### config.mk
export PLATFORM = sky130hd
export DESIGN_NAME = md_exec_unit_flat
export DESIGN_NICKNAME = d
export VERILOG_FILES = /design/src/rtl/md_if.sv /design/src/rtl/md_exec_unit.sv /design/src/flat_wrapper.sv
export SDC_FILE = /design/constraint.sdc
export NUM_CORES = 1
export LEC_CHECK = 0
export CELL_PAD_IN_SITES_DETAIL_PLACEMENT = 1
export CELL_PAD_IN_SITES_GLOBAL_PLACEMENT = 1
export CORE_UTILIZATION = 40
export CTS_CLUSTER_SIZE = 28
export DETAILED_ROUTE_END_ITERATION = 10
export PLACE_DENSITY_LB_ADDON = 0.25
export SLEW_MARGIN = 10
export SYNTH_ARGS = -nofsm -noshare
export SYNTH_HDL_FRONTEND = slang
export SYNTH_SLANG_ARGS = --single-unit
### constraint.sdc
create_clock -name clk -period 3.2 [get_ports clk]
set_input_delay 0.48 -clock clk [delete_from_list [all_inputs] [get_ports clk]]
set_output_delay 0.48 -clock clk [all_outputs]
set_load 0.005 [all_outputs]
### src/rtl/md_if.sv
// md_if: EX-stage multiply/divide request/response bundle between pipeline (master) and unit (slave).
interface md_if #(parameter int XLEN = 32);
  logic            start;
  logic            kill;
  logic [2:0]      mul_mode;
  logic [XLEN-1:0] src1;
  logic [XLEN-1:0] src2;
  logic            busy;
  logic            done;
  logic [XLEN-1:0] result;
  modport master (output start, kill, mul_mode, src1, src2, input busy, done, result);
  modport slave  (input start, kill, mul_mode, src1, src2, output busy, done, result);
endinterface

### src/rtl/md_exec_unit.sv
// md_exec_unit: iterative RV32M multiply/divide unit (IDLE->CALC->FIX->DONE).
// MD_FAST_MUL_EN selects a single-cycle multiplier for modes 0-3.
module md_exec_unit #(
  parameter int XLEN  = 32,
  parameter int CNT_W = 6
) (
  input logic clk,
  input logic rst,
  md_if.slave m
);
  typedef enum logic [1:0] {IDLE, CALC, FIX, DONE} state_t;
  state_t              r_state, w_next;
  logic [2:0]          r_mode;
  logic [CNT_W-1:0]    r_cnt;
  logic [2*XLEN-1:0]   r_acc;
  logic [XLEN-1:0]     r_b, r_result;
  logic                r_neg, r_rneg;
  logic                w_div, w_s1, w_s2, w_dz, w_ovf, w_fast, w_ge;
  logic [XLEN-1:0]     w_a1, w_a2, w_diff, w_quo, w_remv, w_sel;
  logic [XLEN:0]       w_msum, w_rem;
  logic [2*XLEN-1:0]   w_fprod, w_init, w_step, w_prod;
`ifdef MD_FAST_MUL_EN
  localparam logic FAST_MUL = 1'b1;
  assign w_fprod = {{XLEN{1'b0}}, w_a1} * {{XLEN{1'b0}}, w_a2};
`else
  localparam logic FAST_MUL = 1'b0;
  assign w_fprod = '0;
`endif
  assign w_div  = m.mul_mode[2];
  assign w_s1   = m.src1[XLEN-1] & (m.mul_mode == 3'd1 || m.mul_mode == 3'd2 || m.mul_mode == 3'd4 || m.mul_mode == 3'd6);
  assign w_s2   = m.src2[XLEN-1] & (m.mul_mode == 3'd1 || m.mul_mode == 3'd4 || m.mul_mode == 3'd6);
  assign w_a1   = w_s1 ? -m.src1 : m.src1;
  assign w_a2   = w_s2 ? -m.src2 : m.src2;
  assign w_dz   = w_div & (m.src2 == '0);
  assign w_ovf  = (m.mul_mode == 3'd4 || m.mul_mode == 3'd6) & (m.src1 == {1'b1, {(XLEN-1){1'b0}}}) & (&m.src2);
  assign w_fast = w_dz | w_ovf | (FAST_MUL & ~w_div);
  // Fast paths preload the accumulator so FIX selects them like any other {remainder, quotient} / product.
  assign w_init = w_dz  ? {m.src1, {XLEN{1'b1}}} :
                  w_ovf ? {{XLEN{1'b0}}, 1'b1, {(XLEN-1){1'b0}}} :
                  w_div ? {{XLEN{1'b0}}, w_a1} :
                  FAST_MUL ? w_fprod : {{XLEN{1'b0}}, w_a2};
  assign w_msum = {1'b0, r_acc[2*XLEN-1:XLEN]} + {1'b0, r_acc[0] ? r_b : {XLEN{1'b0}}};
  assign w_rem  = {r_acc[2*XLEN-1:XLEN], r_acc[XLEN-1]};
  assign w_ge   = w_rem >= {1'b0, r_b};
  assign w_diff = w_rem[XLEN-1:0] - r_b;
  assign w_step = r_mode[2] ? {w_ge ? w_diff : w_rem[XLEN-1:0], r_acc[XLEN-2:0], w_ge}
                            : {w_msum, r_acc[XLEN-1:1]};
  assign w_prod = r_neg ? -r_acc : r_acc;
  assign w_quo  = r_neg ? -r_acc[XLEN-1:0] : r_acc[XLEN-1:0];
  assign w_remv = r_rneg ? -r_acc[2*XLEN-1:XLEN] : r_acc[2*XLEN-1:XLEN];
  assign w_sel  = (r_mode == 3'd0) ? w_prod[XLEN-1:0] :
                  !r_mode[2] ? w_prod[2*XLEN-1:XLEN] :
                  !r_mode[1] ? w_quo : w_remv;
  always_comb begin
    w_next = r_state;
    if (m.kill) w_next = IDLE;
    else if (r_state == IDLE) w_next = m.start ? (w_fast ? FIX : CALC) : IDLE;
    else if (r_state == CALC) w_next = (r_cnt == CNT_W'(XLEN-1)) ? FIX : CALC;
    else if (r_state == FIX) w_next = DONE;
    else w_next = IDLE;
  end
  always_ff @(posedge clk) begin
    if (rst) begin
      r_state  <= IDLE;
      r_mode   <= '0;
      r_cnt    <= '0;
      r_acc    <= '0;
      r_b      <= '0;
      r_neg    <= 1'b0;
      r_rneg   <= 1'b0;
      r_result <= '0;
    end else begin
      r_state <= w_next;
      if (r_state == IDLE && m.start && !m.kill) begin
        r_mode <= m.mul_mode;
        r_cnt  <= '0;
        r_acc  <= w_init;
        r_b    <= w_div ? w_a2 : w_a1;
        r_neg  <= ~(w_dz | w_ovf) & (w_s1 ^ w_s2);
        r_rneg <= ~(w_dz | w_ovf) & w_s1;
      end else if (r_state == CALC) begin
        r_acc <= w_step;
        r_cnt <= r_cnt + CNT_W'(1);
      end
      if (r_state == FIX && !m.kill) r_result <= w_sel;
    end
  end
  assign m.busy   = (r_state != IDLE);
  assign m.done   = (r_state == DONE);
  assign m.result = r_result;
endmodule

### src/flat_wrapper.sv
// flat-port wrapper written by rule: the top's interface ports become plain ports
module md_exec_unit_flat 
#(
  parameter int XLEN  = 32,
  parameter int CNT_W = 6
)
  (clk, rst, m_start, m_kill, m_mul_mode, m_src1, m_src2, m_busy, m_done, m_result);
  md_if #(.XLEN(XLEN)) m_i ();
  input logic clk;
  input logic rst;
  input wire logic [$bits(m_i.start)-1:0] m_start;
  input wire logic [$bits(m_i.kill)-1:0] m_kill;
  input wire logic [$bits(m_i.mul_mode)-1:0] m_mul_mode;
  input wire logic [$bits(m_i.src1)-1:0] m_src1;
  input wire logic [$bits(m_i.src2)-1:0] m_src2;
  output wire logic [$bits(m_i.busy)-1:0] m_busy;
  output wire logic [$bits(m_i.done)-1:0] m_done;
  output wire logic [$bits(m_i.result)-1:0] m_result;
  assign m_i.start = m_start;
  assign m_i.kill = m_kill;
  assign m_i.mul_mode = m_mul_mode;
  assign m_i.src1 = m_src1;
  assign m_i.src2 = m_src2;
  assign m_busy = m_i.busy;
  assign m_done = m_i.done;
  assign m_result = m_i.result;
  md_exec_unit #(.XLEN(XLEN), .CNT_W(CNT_W)) u_core (.clk(clk), .rst(rst), .m(m_i));
endmodule
-- After elaboration in Yosys (flattened, before gate mapping)
Index checks and enable logic that the tools add are counted.
- add/sub/neg operators: 8
- $lt $le $gt $ge: 1
- equal/unequal tests: 9
- mux-type cells: 23
- bitwise gates (word level): 10
- reduce and logical (&&, ||, !) cells: 18
- operators by type and width (operator ; count):
    $mux 64 ; 6
    $mux 32 ; 11
    $neg 32->32 ; 4
    $neg 64->64 ; 1
    $add 32x32->33 ; 1
    $ge 33x32->1 ; 1
    $eq 32x32->1 const B ; 1
    $logic_not 32->1 ; 1
    $reduce_and 32->1 ; 1
    $sub 32x32->32 ; 1
    $mux 2 ; 6
    $and 1x1->1 ; 7
    $add 6x1->6 const B ; 1
    $eq 3x3->1 const B ; 2
    $eq 6x5->1 const B ; 1
    $logic_or 1x1->1 ; 6
    $eq 2x2->1 const B ; 2
    $reduce_bool 2->1 ; 2
    $reduce_or 2->1 ; 2
    $eq 3x1->1 const B ; 1
    $eq 3x2->1 const B ; 1
    $logic_and 1x1->1 ; 3
    $logic_not 3->1 ; 1
    $eq 2x1->1 const B ; 1
    other kinds (5) ; 5
- register bits after elaboration: 141
- bits of input ports: 71
- output and inout port bits: 34
- logic and storage cells: 77

-- Depth between registers and ports, before layout
Gate-level depths: netlist (run 1).
- word-level depth: 10
- depth in mapped cells: 14
- depth with buffers taken out: 13

-- Least setup slack after synthesis (run 1)
Ideal clock, no wire load.
- path type: register to register
- start: register u_core.r_acc[0]
- end: register u_core.r_acc[59]
- setup time: 133 ps
- arrival time: 3172 ps
- data required time: 3067 ps
- setup slack: -106 ps
- stages on the path, launching flop included: 14
- buffers on the path: 1
- clock period less this slack: 3306 ps
- cell sequence: dfxtp_1 > clkinv_1 > clkbuf_1 > nor2_1 > ha_1 > a21o_1 > a221oi_1 > a211oi_1 > a211o_1 > a22oi_1 > a31oi_1 > or2_0 > a221oi_1 > nor4_1
- longest elaborated chain between the ends: 5
- ends and longest elaborated chain (item ; line ; source):
    start, declared ; md_exec_unit.sv:15 ; logic [2*XLEN-1:0] r_acc;
    start signal, assigned ; md_exec_unit.sv:77 ; r_acc <= w_init;
    start signal, assigned ; md_exec_unit.sv:82 ; r_acc <= w_step;
    $mux 32 ; md_exec_unit.sv:42 ; assign w_msum = {1'b0, r_acc[2*XLEN-1:XLEN]} + {1'b0, r_acc[0] ? r_b : {XLEN{1'b0}}};
    $add 32x32->33 ; md_exec_unit.sv:42 ;
    $mux 64 ; md_exec_unit.sv:46 ; assign w_step = r_mode[2] ? {w_ge ? w_diff : w_rem[XLEN-1:0], r_acc[XLEN-2:0], w_ge}
    $mux 64 ; md_exec_unit.sv:81 ; end else if (r_state == CALC) begin
    $mux 64 ; md_exec_unit.sv:74 ; if (r_state == IDLE && m.start && !m.kill) begin
Every way passes these cells. The select of a mux whose other input is x is not followed.
A chain may end at the register's enable or synchronous reset.

-- Worst setup path after layout (run 1)
Ends and elaborated chain as after synthesis.

==> run summary, run 1 <==
Status: finished, violations left
Failing checks: negative setup slack
Worst-Skew Late Latency: 470 ps
First-pass GRT wire length: 110000 um
Port Buffer Count: 104
Worst Setup Start Kind: register
Sw Pwr: 0.00319 W
Total power: 0.00773 W
FFs w/ async S/R, synth: 0
Area post-placement: 18200 um2
CTS tree: yes
Area growth syn-to-layout: 30.4%
Synth Flop Type: dfxtp_1
Ant diodes: 0
Final estimated routing congestion in global placement: 1.01
Setup WS pre-CTS: -392 ps
Kind of critical path: reg2reg
Combinational power share: 0.460
Synth area leaders: dfxtp_1 (19%), a21oi_1 (6.1%), xor2_1 (6.0%), ha_1 (5.9%), xnor2_1 (5.7%)
Non-filler cells, final: 2840
#FFs+latches synth: 141
Clk buf depth: 2
Row cnt: 70
Reg clk slew, reported paths: 80 ps
PnR worst setup slack: -61.7 ps
Clock root buffer master: clkbuf_16
Height of the die: 194 um
Number of global-route vias before repair: 18100
Slew headroom: 0.332
Via total after detailed routing: 18100
Worst Path Arrival: 3570 ps
Unique masters post-synth: 88
Worst setup EP type: register
Mapped cell area: 14800 um2
Final period util: 1.02
Most common cell after layout, fill and taps aside: buf_4
Die ar.: 37700 um2
Slew @ Worst Pin: 998 ps
RSZ-0062 raised after global routing: yes
1st-pass router iterations: 6
Maximum VDD drop: 0.000403 V
FF-to-FF path depth: 13
Area fraction of the dominant cell type after synthesis: 0.191
Worst r2r src: u_core.r_acc[0]$_SDFFE_PP0P_
Grt ovf: 0
Post-synth EDFFs: 0
GRT Overall Usage: 0.385
Hold Crit Class: reg2reg
Clock sinks: 141
Synth Area per Inst: 7.10 um2
Skew final: 12.9 ps
Initial DRC count: 1606
Max frequency: 307 MHz
Layout cells sized above 1: 0.200
Post-Synthesis Cells: 2080
Drt wl/cell: 26.0 um
Final Critical Period: 3260 ps
Hold wc startpoint: u_core.m.result[20]$_SDFFE_PP0P_
Commonest cells after routing, fill and taps aside: buf_4 (319), nor2_1 (198), nand2_1 (187)
Hold Vio Cnt, Final: 0
Fin area: 19300 um2
Core area: 36400 um2
Htree depth: 4
Number of antenna violations at the first check in global routing: 1
Chip Width: 194 um
Hold depth: 2
Yosys warns: 0
Seq pwr share: 0.257
Max cap viols: 0
Req. time, crit path: 3500 ps
Placed insts: 2801
Worst Hold End: u_core.m.result[20]$_SDFFE_PP0P_
Initial core utilization: 0.405
Final antenna-violating net count: 0
Pint: 0.00455 W
Sequential share of the synthesized area: 0.191
Ports: 105
Final Hold Slack: 437 ps
Drt total wl: 73800 um
Largest net degree at the start of global routing: 82
Syn_nets: 2223
Post-route DRC: 0
Vias per cell: 6.36
# setup viols final: 2
Pwr/cell area: 402 nW/um2
CTS buffer count: 17
Nets: 2502
HPWL Detailed: 57800 um
Clock Power Share: 0.283
Lkg Pwr: 7.81 nW
FF-to-FF End: u_core.r_acc[59]$_SDFFE_PP0P_
Maximum fanout along the worst path: 3
R2R setup slack: -60 ps
Switch share: 0.412
Yosys top cell by area: dfxtp_1
Slew Limit Fails: 0
-- flip-flops by register name, indices dropped and copies added, names as in the netlist --
signal and count:
u_core.m.result 32, u_core.r_acc 64, u_core.r_b 32, u_core.r_cnt 6, u_core.r_mode 3, u_core.r_neg 1, u_core.r_rneg 1, u_core.r_state 2
-- cells in the mapped netlist (all sizes together) (14+ instances only) --
master,number
nor2,199
nand2,188
a21oi,179
o21ai,168
clkbuf,145
dfxtp,141
xor2,101
xnor2,96
nor3,75
ha,70
inv,61
a21o,47
mux2i,44
a211oi,37
o211ai,36
nand3,35
a221oi,34
buf,29
or3,29
nand4,27
o31ai,24
a31oi,21
nor4,21
nor2b,18
o22ai,18
nand2b,16
o41ai,16
or4,16
and2,15
and3,14
or2,14
-- how the worst max path moves through the flow --
stage / start / end / slack, ps / cells past startpoint
final: u_core.r_acc[0]$_SDFFE_PP0P_ / u_core.r_acc[59]$_SDFFE_PP0P_ / -60 / 13
after global routing: u_core.r_acc[0]$_SDFFE_PP0P_ / u_core.r_acc[59]$_SDFFE_PP0P_ / -160 / 13
after CTS: u_core.r_b[0]$_SDFFE_PP0P_ / u_core.r_acc[59]$_SDFFE_PP0P_ / -40 / 13
after detailed placement: m_src2[13] / u_core.r_acc[55]$_SDFFE_PP0P_ / -390 / 12
after global placement: m_src2[14] / u_core.r_acc[53]$_SDFFE_PP0P_ / -250 / 13
after floorplan: u_core.r_acc[0]$_SDFFE_PP0P_ / u_core.r_acc[59]$_SDFFE_PP0P_ / 50 / 13
-- repair_timing --
item,in CTS,in global routing
hold buffers,0,0
hold endpoints to repair,0,0
pin swaps,14,23
buffers inserted,1,5
gates cloned,0,1
gates resized for setup,27,65
setup endpoints to repair,24,50
-- cells by family after synthesis --
logic type                 after synthesis  share of synthesized area
AOI/OAI and AO/OA                      696                      0.308
and+or+nand+nor                        682                      0.220
buffers and inverters                  236                     0.0631
xor gates and xnor gates               197                      0.117
DFF                                    141                      0.191
adders and majority gates               72                     0.0620
muxes                                   56                     0.0390
-- through the flow --
step           utilization  TNS [ps]
2_1_floorplan            -         0
3_3_place_gp         0.500     -9020
3_5_place_dp         0.500    -18980
4_1_cts              0.520     -63.0
5_1_grt              0.529      -719
6_report             0.529     -67.9
-- final cells by class --
type	count	area, um2
Clock inverter	14	173
Sequential cell	141	2840
Inverter	62	235
Timing Repair Buffer	434	3620
Fill cell	4611	17200
Clock buffer	18	439
Tap cell	468	586
Multi-Input combinational cell	1703	11400
-- worst max-delay path, stage by stage (launching register included) --
cell and delay [ps]:
dfxtp_4 360, and2_4 140, ha_4 160, fa_2 350, a21o_1 220, a221oi_4 300
a211oi_2 130, a211o_1 380, a22oi_2 190, buf_6 160, a31oi_4 110, or2_1 270
a221oi_2 230, nor4_1 100
-- power groups by stage --
| stage | clock, W | combinational (W) | sequential, W |
|---|---|---|---|
| after global routing | 0.00228 | 0.00377 | 0.00199 |
| after CTS | 0.00220 | 0.00335 | 0.00198 |
| after floorplan | 0 | 0.00192 | 0.00196 |
| final | 0.00219 | 0.00356 | 0.00199 |
| after detailed placement | 0 | 0.00330 | 0.00202 |
| after global placement | 0 | 0.00323 | 0.00201 |
-- layer usage --
layer  track usage  vias up  part of all wire
li1              -     8115                 -
met1         0.523     8938              0.44
met2         0.582      850              0.42
met3        0.0651      172             0.080
met4         0.203        0             0.057
met5             0        -                 0
No activity file was read; power rests on OpenSTA's default activity.
==> run 2: changes to the inputs <==
SKIP_CTS_REPAIR_TIMING = 1   (was not set)
==> run 2 against run 1 <==
Against the previous run: the flow still finishes with violations (negative setup slack); maximum frequency shrank 1.2%; sequential power barely moved; combinational power grew 3%; global-route usage is 0.13 points lower; critical path depth increased by 1; critical path type unchanged; largest cell class unchanged; largest power group unchanged.
==> run summary, run 2 (synthesized netlist as in run 1, its figures left out) <==
Worst setup EP type: register (unchanged)
Initial DRC count: 1729 (was 1606)
Ports: 105 (unchanged)
Area growth syn-to-layout: 32.4% (was 30.4%)
Maximum VDD drop: 0.000410 V (was 0.000403 V)
RSZ-0062 raised after global routing: yes (unchanged)
Layout cells sized above 1: 0.213 (was 0.200)
Worst Setup Start Kind: register (unchanged)
Lkg Pwr: 7.94 nW (was 7.81 nW)
Commonest cells after routing, fill and taps aside: buf_4 (329), nor2_1 (194), nand2_1 (187) (was buf_4 (319), nor2_1 (198), nand2_1 (187))
CTS buffer count: 17 (unchanged)
Largest net degree at the start of global routing: 82 (unchanged)
Number of global-route vias before repair: 18100 (about the same)
1st-pass router iterations: 6 (unchanged)
First-pass GRT wire length: 110000 um (about the same)
FF-to-FF path depth: 14 (was 13)
Port Buffer Count: 104 (unchanged)
Core area: 36400 um2 (unchanged)
Skew final: 17.4 ps (was 12.9 ps)
Status: finished, violations left (unchanged)
Hold depth: 2 (unchanged)
Clock root buffer master: clkbuf_16 (unchanged)
Die ar.: 37700 um2 (unchanged)
Vias per cell: 6.40 (was 6.36)
Grt ovf: 0 (unchanged)
Biggest register: u_core.r_acc (unchanged)
Clk buf depth: 2 (unchanged)
Reg clk slew, reported paths: 80 ps (about the same)
Area post-placement: 18200 um2 (unchanged)
Worst Path Arrival: 3610 ps (was 3570 ps)
CTS tree: yes (unchanged)
Hold Crit Class: reg2reg (unchanged)
Hold wc startpoint: u_core.m.result[20]$_SDFFE_PP0P_ (unchanged)
Max reg flops: 64 (unchanged)
Maximum fanout along the worst path: 8 (was 3)
FF-to-FF End: u_core.r_acc[59]$_SDFFE_PP0P_ (unchanged)
Final period util: 1.03 (was 1.02)
Slew @ Worst Pin: 969 ps (was 998 ps)
Max cap viols: 0 (unchanged)
Final Critical Period: 3300 ps (was 3260 ps)
Row cnt: 70 (unchanged)
HPWL Detailed: 57800 um (unchanged)
Via total after detailed routing: 18300 (was 18100)
Htree depth: 4 (unchanged)
Worst Hold End: u_core.m.result[20]$_SDFFE_PP0P_ (unchanged)
Worst-Skew Late Latency: 480 ps (was 470 ps)
Initial core utilization: 0.405 (unchanged)
Nets: 2515 (was 2502)
# setup viols final: 3 (was 2)
Pwr/cell area: 401 nW/um2 (was 402 nW/um2)
Clock sinks: 141 (unchanged)
Most common cell after layout, fill and taps aside: buf_4 (unchanged)
PnR worst setup slack: -100 ps (was -61.7 ps)
Drt wl/cell: 26.2 um (was 26.0 um)
Chip Width: 194 um (unchanged)
Slew Limit Fails: 0 (unchanged)
Kind of critical path: reg2reg (unchanged)
Height of the die: 194 um (unchanged)
Failing checks: negative setup slack (unchanged)
Req. time, crit path: 3510 ps (was 3500 ps)
Number of antenna violations at the first check in global routing: 1 (unchanged)
Max frequency: 303 MHz (was 307 MHz)
Slew headroom: 0.352 (was 0.332)
Post-route DRC: 0 (unchanged)
R2R setup slack: -100 ps (was -60 ps)
Fin area: 19600 um2 (was 19300 um2)
Hold Vio Cnt, Final: 0 (unchanged)
Worst r2r src: u_core.r_acc[0]$_SDFFE_PP0P_ (unchanged)
Final estimated routing congestion in global placement: 1.01 (unchanged)
Final antenna-violating net count: 0 (unchanged)
Placed insts: 2801 (unchanged)
Final Util: 0.537 (was 0.529)
Ant diodes: 0 (unchanged)
Drt total wl: 74700 um (was 73800 um)
Non-filler cells, final: 2853 (was 2840)
GRT Overall Usage: 0.384 (was 0.385)
==> run 2: changes by cell type in the layout (fill, tap and decap cells not counted), moves of 3 or more <==
cell / previous run / this run
ha_4: 1 / 4
a221oi_2: 4 / 7
a31oi_1: 20 / 17
ha_1: 66 / 62
a31oi_2: 0 / 3
a221oi_1: 29 / 26
buf_4: 319 / 329
nor2_2: 1 / 4
nor2_1: 198 / 194
==> run 2: worst max-delay path by stage <==
stage	cells after the start	slack [ps]	endpoint	start
after global routing	14	-220	u_core.r_acc[59]$_SDFFE_PP0P_	u_core.r_acc[0]$_SDFFE_PP0P_
after detailed placement	12	-390	u_core.r_acc[55]$_SDFFE_PP0P_	m_src2[13]
final	14	-100	u_core.r_acc[59]$_SDFFE_PP0P_	u_core.r_acc[0]$_SDFFE_PP0P_
after global placement	13	-250	u_core.r_acc[53]$_SDFFE_PP0P_	m_src2[14]
after CTS	14	-300	u_core.r_acc[59]$_SDFFE_PP0P_	u_core.r_acc[0]$_SDFFE_PP0P_
after floorplan	13	50	u_core.r_acc[59]$_SDFFE_PP0P_	u_core.r_acc[0]$_SDFFE_PP0P_
==> run 2: critical path: stages, from the launching register on <==
cell and delay, ps:
dfxtp_4 370, clkinvlp_4 140, buf_12 180, nor2_2 110, ha_1 260, a21o_1 220
a221oi_4 320, a211oi_2 130, a211o_1 330, a22oi_2 210, buf_6 160, a31oi_4 90
or2_1 270, a221oi_2 220, nor4_1 90
==> run 2: final cells by class <==
type | instances | area (um2)
fill | 4553 | 16900
timing repair buffer | 447 | 3760
clock inverter | 14 | 173
multi-input combinational | 1703 | 11500
clock buffer | 18 | 439
inverter | 62 | 236
sequential | 141 | 2840
tap | 468 | 586
==> run 2: metal layers <==
layer | global-route usage | share of wire
met5 | 0 | 0
met4 | 0.200 | 0.052
met3 | 0.0614 | 0.081
met2 | 0.579 | 0.43
met1 | 0.525 | 0.43
==> run 2: power by group <==
part | internal, W | switching, W | leakage [nW] | total [W]
sequential | 0.00185 | 0.000136 | 1.15 | 0.00199
clock | 0.00120 | 0.000995 | 0.296 | 0.00220
combinational | 0.00154 | 0.00211 | 6.49 | 0.00366
total | 0.00460 | 0.00324 | 7.94 | 0.00784
==> run 2: per-stage QoR <==
step	setup WS, ps	total power [W]	hold slack (ps)	TNS, ps
2_1_floorplan	49.3	0.00388	432	0
3_3_place_gp	-255	0.00523	428	-9020
5_1_grt	-219	0.00813	469	-1810
6_report	-100	0.00784	437	-169
4_1_cts	-304	0.00750	442	-2890
3_5_place_dp	-392	0.00531	433	-18980
==> run 3: changes to the inputs <==
--- a/config.mk
+++ b/config.mk
@@ -8,4 +8,5 @@
 export CELL_PAD_IN_SITES_DETAIL_PLACEMENT = 1
 export CELL_PAD_IN_SITES_GLOBAL_PLACEMENT = 1
+export CORE_ASPECT_RATIO = 0.75
 export CORE_UTILIZATION = 40
 export CTS_CLUSTER_SIZE = 28
==> constraint.sdc (replaced) <==
create_clock -name clk -period 3.2 [get_ports clk]
set_input_delay 0.48 -clock clk [delete_from_list [all_inputs] [get_ports clk]]
set_output_delay 0.48 -clock clk [all_outputs]
set_load 0.05 [all_outputs]
==> run 3 against run 2 <==
Against the previous run: the run still ends with negative setup slack left; global-route usage grew 1.1 points; cell count grew 0.25%; sequential power is essentially flat; via count grew 0.24%; critical path depth is the same; sequential share of layout area grew 0.082 points; setup slack gained 27 ps; register-to-register slack gained 30 ps; critical endpoint unchanged.
==> run summary, run 3 (synthesized netlist as in run 1, its figures left out) <==
Most common cell after layout, fill and taps aside: buf_4 (unchanged)
Reg clk slew, reported paths: 70 ps (was 80 ps)
Core area: 36100 um2 (was 36400 um2)
CP peak stage delay: 370 ps (about the same)
Grt ovf: 0 (unchanged)
CTS tree: yes (unchanged)
Ports: 105 (unchanged)
Number of global-route vias before repair: 17500 (was 18100)
Largest net degree at the start of global routing: 86 (was 82)
Kind of critical path: reg2reg (unchanged)
Area post-placement: 18200 um2 (about the same)
CTS buffer count: 17 (unchanged)
Ant diodes: 0 (unchanged)
Final period util: 1.02 (was 1.03)
Req. time, crit path: 3510 ps (about the same)
Clock root buffer master: clkbuf_16 (unchanged)
Critical path, cell by cell: clkinvlp_4 > buf_4 > nor2_1 > ha_1 > and3_1 > a221oi_2 > a211oi_2 > a211o_1 > a22oi_2 > buf_6 > a31oi_4 > or2_1 > a221oi_2 > nor4_1 (was clkinvlp_4 > buf_12 > nor2_2 > ha_1 > a21o_1 > a221oi_4 > a211oi_2 > a211o_1 > a22oi_2 > buf_6 > a31oi_4 > or2_1 > a221oi_2 > nor4_1)
Fin area: 19500 um2 (was 19600 um2)
R2R setup slack: -70 ps (was -100 ps)
Hold Crit Class: reg2reg (unchanged)
Max frequency: 306 MHz (was 303 MHz)
Worst Hold End: u_core.m.result[20]$_SDFFE_PP0P_ (unchanged)
RSZ-0062 raised after global routing: yes (unchanged)
Hold wc startpoint: u_core.m.result[20]$_SDFFE_PP0P_ (unchanged)
FF-to-FF path depth: 14 (unchanged)
Initial core utilization: 0.409 (was 0.405)
Total power: 0.00793 W (was 0.00784 W)
Slew headroom: 0.321 (was 0.352)
Drt wl/cell: 26.8 um (was 26.2 um)
Port Buffer Count: 104 (unchanged)
Height of the die: 168 um (was 194 um)
Slew @ Worst Pin: 1010 ps (was 969 ps)
Number of antenna violations at the first check in global routing: 1 (unchanged)
Commonest cells after routing, fill and taps aside: buf_4 (303), nor2_1 (196), nand2_1 (187) (was buf_4 (329), nor2_1 (194), nand2_1 (187))
Cell mode on critical path: a221oi_2
Die ar.: 37700 um2 (about the same)
Final antenna-violating net count: 0 (unchanged)
Failing checks: negative setup slack (unchanged)
Worst-Skew Late Latency: 460 ps (was 480 ps)
Maximum VDD drop: 0.000288 V (was 0.000410 V)
GRT Overall Usage: 0.395 (was 0.384)
Final estimated routing congestion in global placement: 1.03 (was 1.01)
1st-pass router iterations: 6 (unchanged)
Clock sinks: 141 (unchanged)
Worst Path Arrival: 3580 ps (was 3610 ps)
Drt total wl: 76500 um (was 74700 um)
Area growth syn-to-layout: 31.9% (was 32.4%)
Maximum fanout along the worst path: 7 (was 8)
Setup WS pre-CTS: -416 ps (was -392 ps)
Vias per cell: 6.40 (about the same)
Max reg flops: 64 (unchanged)
Worst setup EP type: register (unchanged)
Clk buf depth: 2 (unchanged)
Chip Width: 224 um (was 194 um)
Initial DRC count: 2110 (was 1729)
Nets: 2494 (was 2515)
Slowest cell on the critical path: dfxtp_4 (unchanged)
Row cnt: 60 (was 70)
Top delay family on crit path: compound AO/OA/AOI/OAI gates (unchanged)
Pwr/cell area: 407 nW/um2 (was 401 nW/um2)
Via total after detailed routing: 18300 (about the same)
Final Critical Period: 3270 ps (was 3300 ps)
Biggest register: u_core.r_acc (unchanged)
Hold depth: 2 (unchanged)
HPWL Detailed: 59200 um (was 57800 um)
Max cap viols: 0 (unchanged)
Status: finished, violations left (unchanged)
Htree depth: 4 (unchanged)
CP Buf/Inv Count: 3 (unchanged)
Slew Limit Fails: 0 (unchanged)
FF-to-FF End: u_core.r_acc[59]$_SDFFE_PP0P_ (unchanged)
PnR worst setup slack: -73.1 ps (was -100 ps)
Hold Vio Cnt, Final: 0 (unchanged)
Layout cells sized above 1: 0.205 (was 0.213)
Worst r2r src: u_core.r_acc[0]$_SDFFE_PP0P_ (unchanged)
Post-route DRC: 0 (unchanged)
Worst Setup Start Kind: register (unchanged)
Skew final: 11.8 ps (was 17.4 ps)
First-pass GRT wire length: 112000 um (was 110000 um)
# setup viols final: 7 (was 3)
Lkg Pwr: 7.84 nW (was 7.94 nW)
## run 3: cell types whose count changed in the layout (fill, tap and decap cells not counted), sizes merged
cell and delta:
buf -19, inv -6, clkinv +2, bufinv +1, clkinvlp +1
## run 3: worst reg2reg max path, cell delays in order, from the launching register on
cell and delay (ps):
dfxtp_4 370, clkinvlp_4 190, buf_4 200, nor2_1 100
ha_1 260, and3_1 210, a221oi_2 330, a211oi_2 160
a211o_1 330, a22oi_2 150, buf_6 160, a31oi_4 100
or2_1 270, a221oi_2 220, nor4_1 80
## run 3: worst max-delay path by stage
| stage | start | end | slack, ps | cells after the start |
|---|---|---|---|---|
| 6_report | u_core.r_acc[0]$_SDFFE_PP0P_ | u_core.r_acc[59]$_SDFFE_PP0P_ | -70 | 14 |
| 5_1_grt | u_core.r_acc[0]$_SDFFE_PP0P_ | u_core.r_acc[47]$_SDFFE_PP0P_ | -130 | 15 |
| 4_1_cts | u_core.r_acc[31]$_SDFFE_PP0P_ | u_core.r_acc[54]$_SDFFE_PP0P_ | -400 | 14 |
| 3_5_place_dp | m_src1[2] | u_core.r_acc[22]$_SDFFE_PP0P_ | -420 | 11 |
| 3_3_place_gp | m_src1[2] | u_core.r_acc[22]$_SDFFE_PP0P_ | -410 | 11 |
| 2_1_floorplan | u_core.r_acc[0]$_SDFFE_PP0P_ | u_core.r_acc[59]$_SDFFE_PP0P_ | 50 | 13 |
## run 3: power by group
group          internal [W]  switching, W  leakage (nW)  total, W
clock network       0.00128      0.000925         0.293   0.00220
logic               0.00152       0.00225          6.39   0.00377
registers           0.00185      0.000114          1.15   0.00197
## run 3: per-stage QoR
step                      hold slack, ps  TNS [ps]   util  cells
after global routing                 475     -1360  0.539   2860
after floorplan                      432         0      -   2080
after CTS                            439     -4360  0.521   2846
final                                436      -247  0.539   2860
after global placement               424     -9730  0.504   2814
after detailed placement             430    -16580  0.504   2814
## run 3: final cells by class
class	instances	area, um2
fill	4493	16600
inverter	62	241
multi-input combinational	1703	11500
clock inverter	12	161
clock buffer	20	457
timing repair buffer	426	3620
sequential	141	2840
tap	496	621
## run 3: per-layer routing
layer | vias up | part of all wire | wire, um | GRT usage
li1 | 8111 | - | - | -
met1 | 9039 | 0.44 | 34000 | 0.567
met2 | 1024 | 0.41 | 31100 | 0.568
met3 | 128 | 0.12 | 9110 | 0.114
met4 | 0 | 0.030 | 2280 | 0.105
met5 | - | 0 | 0 | 0
==> variant 1: new RTL, flow settings as in run 1 <==
Re-encode `state_t` (4 states) as one-hot, 4 bits wide.
--- a/src/rtl/md_exec_unit.sv
+++ b/src/rtl/md_exec_unit.sv
@@ -8,7 +8,7 @@
   input logic rst,
   md_if.slave m
 );
-  typedef enum logic [1:0] {IDLE, CALC, FIX, DONE} state_t;
+  typedef enum logic [3:0] {IDLE = 4'b0001, CALC = 4'b0010, FIX = 4'b0100, DONE = 4'b1000} state_t;
   state_t              r_state, w_next;
   logic [2:0]          r_mode;
   logic [CNT_W-1:0]    r_cnt;
Behaviour: no difference found for any inputs over 4 cycles, from zero or initial values and one cycle with rst high; so few cycles prove little.
==> variant 1 against run 1 <==
The flow still finishes with violations (negative setup slack); design area grew 7.5%; global-route usage grew 1.7 points; area after synthesis grew 1.3%; power shrank 5.4%; critical path depth grew 2; wire length grew 8.4%; sequential cell count grew 2; setup slack lost 0.057 ns; largest power group unchanged.
==> variant 1: results (changes against run 1) <==
Outcome
  – Run status: finished with violations (unchanged)
  – Failing checks: negative setup slack (unchanged)

STA
  – Total setup violations reported at the end of the flow: 6 (was 2)
  – Worst rel slew slack: 0.336 (was 0.332)
  – WHS: 0.441 ns (was 0.437 ns)
  – Final setup skew: 0.0154 ns (was 0.0129 ns)
  – Post-route setup slack: -0.119 ns (was -0.0617 ns)

GRT
  – Global-route usage over all layers: 0.402 (was 0.385)
  – Met3 track utilization from global routing: 0.0689 (was 0.0651)
  – Met1 track utilization from global routing: 0.480 (was 0.523)
  – GRT met2 Usage: 0.656 (was 0.582)
  – Pin count of the biggest net entering global routing: 107 (was 82)
  – Wire length of the first global-routing pass: 116 mm (was 110 mm)

Logic synthesis
  – Fraction of the yosys area taken by sequential cells: 0.191 (about the same)
  – Commonest cells post-synth: sky130_fd_sc_hd__nand2_1 (232), sky130_fd_sc_hd__nor2_1 (230), sky130_fd_sc_hd__a21oi_1 (181) (was sky130_fd_sc_hd__nor2_1 (199), sky130_fd_sc_hd__nand2_1 (188), sky130_fd_sc_hd__a21oi_1 (179))
  – Area share of fa/ha/maj cells after synthesis: 0.0612 (was 0.0620)
  – Fraction of synthesized area in multiplexers: 0.0471 (was 0.0390)
  – Xor-xnor portion of the synthesized cell area: 0.113 (was 0.117)
  – Syn Nets: 2248 (was 2223)

Pwr
  – Sequential share of power: 0.267 (was 0.257)
  – Largest vdd supply drop: 0.395 mV (was 0.403 mV)
  – Combinational cell power: 3330 uW (was 3560 uW)
  – Power of the sequential group: 1950 uW (was 1990 uW)
  – Switching Share: 0.400 (was 0.412)
  – Leakage: 0.00848 uW (was 0.00781 uW)

Place
  – Total placed instance area: 0.0191 mm^2 (was 0.0182 mm^2)
  – Cells after DPL: 2922 (was 2801)
  – Routability cong.: 1.01 (about the same)

Cells and area
  – Share of layout cells above drive strength 1: 0.262 (was 0.200)
  – Number of nets in the layout: 2651 (was 2502)
  – Final instance count without filler cells: 2989 (was 2840)
  – Fillers: 4540 (was 4611)

Routing
  – Amount of wire on met3 after detailed routing: 5.42 mm (was 5.93 mm)
  – Routed length on met2: 36.6 mm (was 31.3 mm)
  – Initial detailed-routing violation count: 1481 (was 1606)
  – Detailed-routing iteration count for the pre-antenna-repair pass: 5 (was 6)

Critical path
  – Largest stage delay on the critical path: 0.58 ns (was 0.38 ns)
  – Arrival time of the worst setup path: 3.65 ns (was 3.57 ns)
  – Depth of the worst register-to-register path: 15 (was 13)
  – Slowest cell on the critical path: sky130_fd_sc_hd__or4_4 (was sky130_fd_sc_hd__a211o_1)
  – Capture instance of the worst register-to-register path: u_core.r_acc[62] (was u_core.r_acc[59])
  – Gate family responsible for the most delay along the worst path: simple AND/OR/NAND/NOR gates (was compound AO/OA/AOI/OAI gates)
-- variant 1: cell count changes after synthesis, sizes merged, moves of 11 or more --
cell | before | now
nor3 | 75 | 63
a21o | 47 | 34
a221oi | 34 | 16
nand2 | 188 | 232
clkbuf | 145 | 129
o21ai | 168 | 155
a311oi | 1 | 12
nor2 | 199 | 232
-- variant 1: tightest hold or removal path: cells and delay by family, from the launching register on --
kind | cells | cell delay, ns
DFF | 1 | 0.31
and+or+nand+nor | 2 | 0.09
-- variant 1: cell type report --
cell class / instances / area (um^2) / area share
Multi-Input combinational cell: 1743 / 11900 / 0.575
Tap cell: 468 / 586 / 0.0283
Inverter: 62 / 243 / 0.0117
Timing Repair Buffer: 541 / 4520 / 0.218
Clock inverter: 12 / 110 / 0.00532
Clock buffer: 20 / 447 / 0.0216
Sequential cell: 143 / 2900 / 0.140
-- variant 1: timing repair --
item,4_1_cts,5_1_grt
cloned,0,1
hold buffers,0,0
endpoints found under the setup margin,48,73
pin swaps,12,58
resized for setup,44,148
setup buffers,6,29
==> variant 2: new RTL, config.mk and constraints of run 1 <==
Made on the original files. `CNT_W` is set to 6 in 2 places; all go to 12.
--- a/src/rtl/md_exec_unit.sv
+++ b/src/rtl/md_exec_unit.sv
@@ -2,7 +2,7 @@
 // MD_FAST_MUL_EN selects a single-cycle multiplier for modes 0-3.
 module md_exec_unit #(
   parameter int XLEN  = 32,
-  parameter int CNT_W = 6
+  parameter int CNT_W = 12
 ) (
   input logic clk,
   input logic rst,
--- a/src/flat_wrapper.sv
+++ b/src/flat_wrapper.sv
@@ -2,7 +2,7 @@
 module md_exec_unit_flat 
 #(
   parameter int XLEN  = 32,
-  parameter int CNT_W = 6
+  parameter int CNT_W = 12
 )
   (clk, rst, m_start, m_kill, m_mul_mode, m_src1, m_src2, m_busy, m_done, m_result);
   md_if #(.XLEN(XLEN)) m_i ();
Function: no difference found for any inputs over 4 cycles, from zero or initial values and one cycle with rst high; that may be too few to reach the edited logic, so the function may still have changed.
==> variant 2 against run 1 <==
The flow still finishes with violations (negative setup slack); sequential cell count up 6; clock skew grew 0.0012 ns; sequential power is 3% higher; design area grew 7.0%; utilization rose by 4.5 points; area after synthesis decreased by 0.10%; global-route usage is 0.85 points higher; final cell count grew 4.2%; wire length rose by 7.3%; power is 7.9% higher; setup slack worse by 0.18 ns; die area about the same; critical path type unchanged; highest routed layer is now met5.
==> variant 2: results (changes against run 1) <==
Outcome
  – Run status: finished with violations (unchanged)
  – Failing checks: negative setup slack (unchanged)

STA
  – Worst slew pin tran: 0.938 ns (was 0.998 ns)
  – Post-route setup slack: -0.245 ns (was -0.0617 ns)
  – Final setup skew: 0.0141 ns (was 0.0129 ns)
  – Total setup violations reported at the end of the flow: 26 (was 2)
  – WHS: 0.457 ns (was 0.437 ns)
  – Final TNS setup: -1.73 ns (was -0.0679 ns)

Logic synthesis
  – Fraction of the yosys area taken by sequential cells: 0.200 (was 0.191)
  – Number of flops mapped to enable cells by yosys: 0 (unchanged)
  – Commonest cells post-synth: sky130_fd_sc_hd__nor2_1 (233), sky130_fd_sc_hd__nand2_1 (228), sky130_fd_sc_hd__a21oi_1 (188) (was sky130_fd_sc_hd__nor2_1 (199), sky130_fd_sc_hd__nand2_1 (188), sky130_fd_sc_hd__a21oi_1 (179))
  – Synth unique cells: 84 (was 88)
  – Area contributors post-synth: sky130_fd_sc_hd__dfxtp_1 (20%), sky130_fd_sc_hd__xnor2_1 (6.4%), sky130_fd_sc_hd__a21oi_1 (6.4%) (was sky130_fd_sc_hd__dfxtp_1 (19%), sky130_fd_sc_hd__a21oi_1 (6.1%), sky130_fd_sc_hd__xor2_1 (6.0%))
  – Most repeated cell in the gate-level netlist after synthesis: sky130_fd_sc_hd__nor2_1 (unchanged)
  – Syn Nets: 2248 (was 2223)

Routing
  – Total Wirelength: 79.2 mm (was 73.8 mm)
  – Initial detailed-routing violation count: 1985 (was 1606)
  – Total vias in the final route: 18960 (was 18075)

Clock network
  – CTS HTree Levels: 4 (unchanged)

GRT
  – Pin count of the biggest net entering global routing: 85 (was 82)
  – Wire length of the first global-routing pass: 114 mm (was 110 mm)
  – Global-route usage over all layers: 0.394 (was 0.385)

Min path
  – Min-Delay Startpoint: u_core.m.result[11] (was u_core.m.result[20])
  – Hold-critical path depth: 1 (was 2)

Pwr
  – Internal cell power: 4790 uW (was 4550 uW)
  – Leakage: 0.00829 uW (was 0.00781 uW)
  – Largest vdd supply drop: 0.440 mV (was 0.403 mV)

Critical path
  – Depth of the worst register-to-register path: 15 (was 13)
  – Highest fanout seen on the critical path: 7 (was 3)
  – Launch instance of the worst register-to-register path: u_core.r_b[6] (was u_core.r_acc[0])
  – Capture instance of the worst register-to-register path: u_core.r_acc[55] (was u_core.r_acc[59])

Cells and area
  – Share of layout cells above drive strength 1: 0.260 (was 0.200)
  – Fillers: 4498 (was 4611)
  – Number of nets in the layout: 2627 (was 2502)

Place
  – Placed wire-length estimate after detailed placement: 58.8 mm (was 57.8 mm)
  – Total placed instance area: 0.0188 mm^2 (was 0.0182 mm^2)
  – Worst setup slack before clock tree synthesis: -0.495 ns (was -0.392 ns)
[variant 2: cell count changes in the layout (fill, tap and decap cells not counted), sizes merged, moves of 11 or more]
cell,run 1,this run
a21o,47,24
nor2,199,233
nand2,188,228
buf,332,420
xnor2,96,108
xor2,101,90
[variant 2: how the worst max path moves through the flow]
stage,from,cells past startpoint,endpoint
floorplan,u_core.r_acc[32],13,u_core.m.result[30]
global placement,m_src1[9],11,u_core.r_acc[29]
detailed placement,m_src1[9],11,u_core.r_acc[29]
CTS,u_core.r_acc[0],15,u_core.r_acc[61]
global route,u_core.r_b[5],14,u_core.r_acc[58]
finish,u_core.r_b[6],15,u_core.r_acc[55]
[variant 2: layout make-up]
cell class | instances | share of cell area
Timing Repair Buffer | 522 | 0.213
Clock inverter | 15 | 0.00826
Tap cell | 461 | 0.0280
Inverter | 62 | 0.0113
Sequential cell | 147 | 0.144
Clock buffer | 17 | 0.0206
Multi-Input combinational cell | 1734 | 0.576
[variant 2: per-layer routing]
layer,vias to the layer above,track usage,routed length (um)
li1,8369,-,-
met1,9291,0.494,31300
met2,1023,0.637,35600
met3,275,0.0844,7590
met4,2,0.196,4590
met5,-,0,12
[variant 2: power groups by stage]
stage	Sequential (uW)	Combinational, uW	Clock [uW]
CTS	2030	3750	2110
global placement	2060	3410	0
finish	2050	4180	2110
detailed placement	2070	3500	0
global route	2050	4380	2190
floorplan	2040	1870	0
[variant 2: kinds of logic after synthesis]
kind of cell,Yosys count,synth area share
DFF,147,0.200
buffers and inverters,224,0.0576
AOI/OAI and AO/OA,653,0.279
muxes,62,0.0432
adders and majority gates,72,0.0621
xor gates and xnor gates,198,0.118
and+or+nand+nor,749,0.241
[variant 2: through the flow]
step | utilization | cells
floorplan | - | 2105
CTS | 0.553 | 2944
global route | 0.574 | 2958
detailed placement | 0.524 | 2898
global placement | 0.524 | 2898
finish | 0.574 | 2958
[variant 2: worst reg2reg max path: cells and delay by family, from the launching register on]
kind	cells	cell delay (ns)
AOI/OAI and AO/OA	8	1.58
adders and majority gates	1	0.38
buffers and inverters	4	0.56
DFF	1	0.33
and+or+nand+nor	2	0.46
[variant 2: timing repair]
item / in CTS / in global routing
endpoints found under the setup margin: 38 / 61
pin swaps: 34 / 59
buffers inserted: 14 / 15
resized for setup: 75 / 149
cloned: 1 / 0
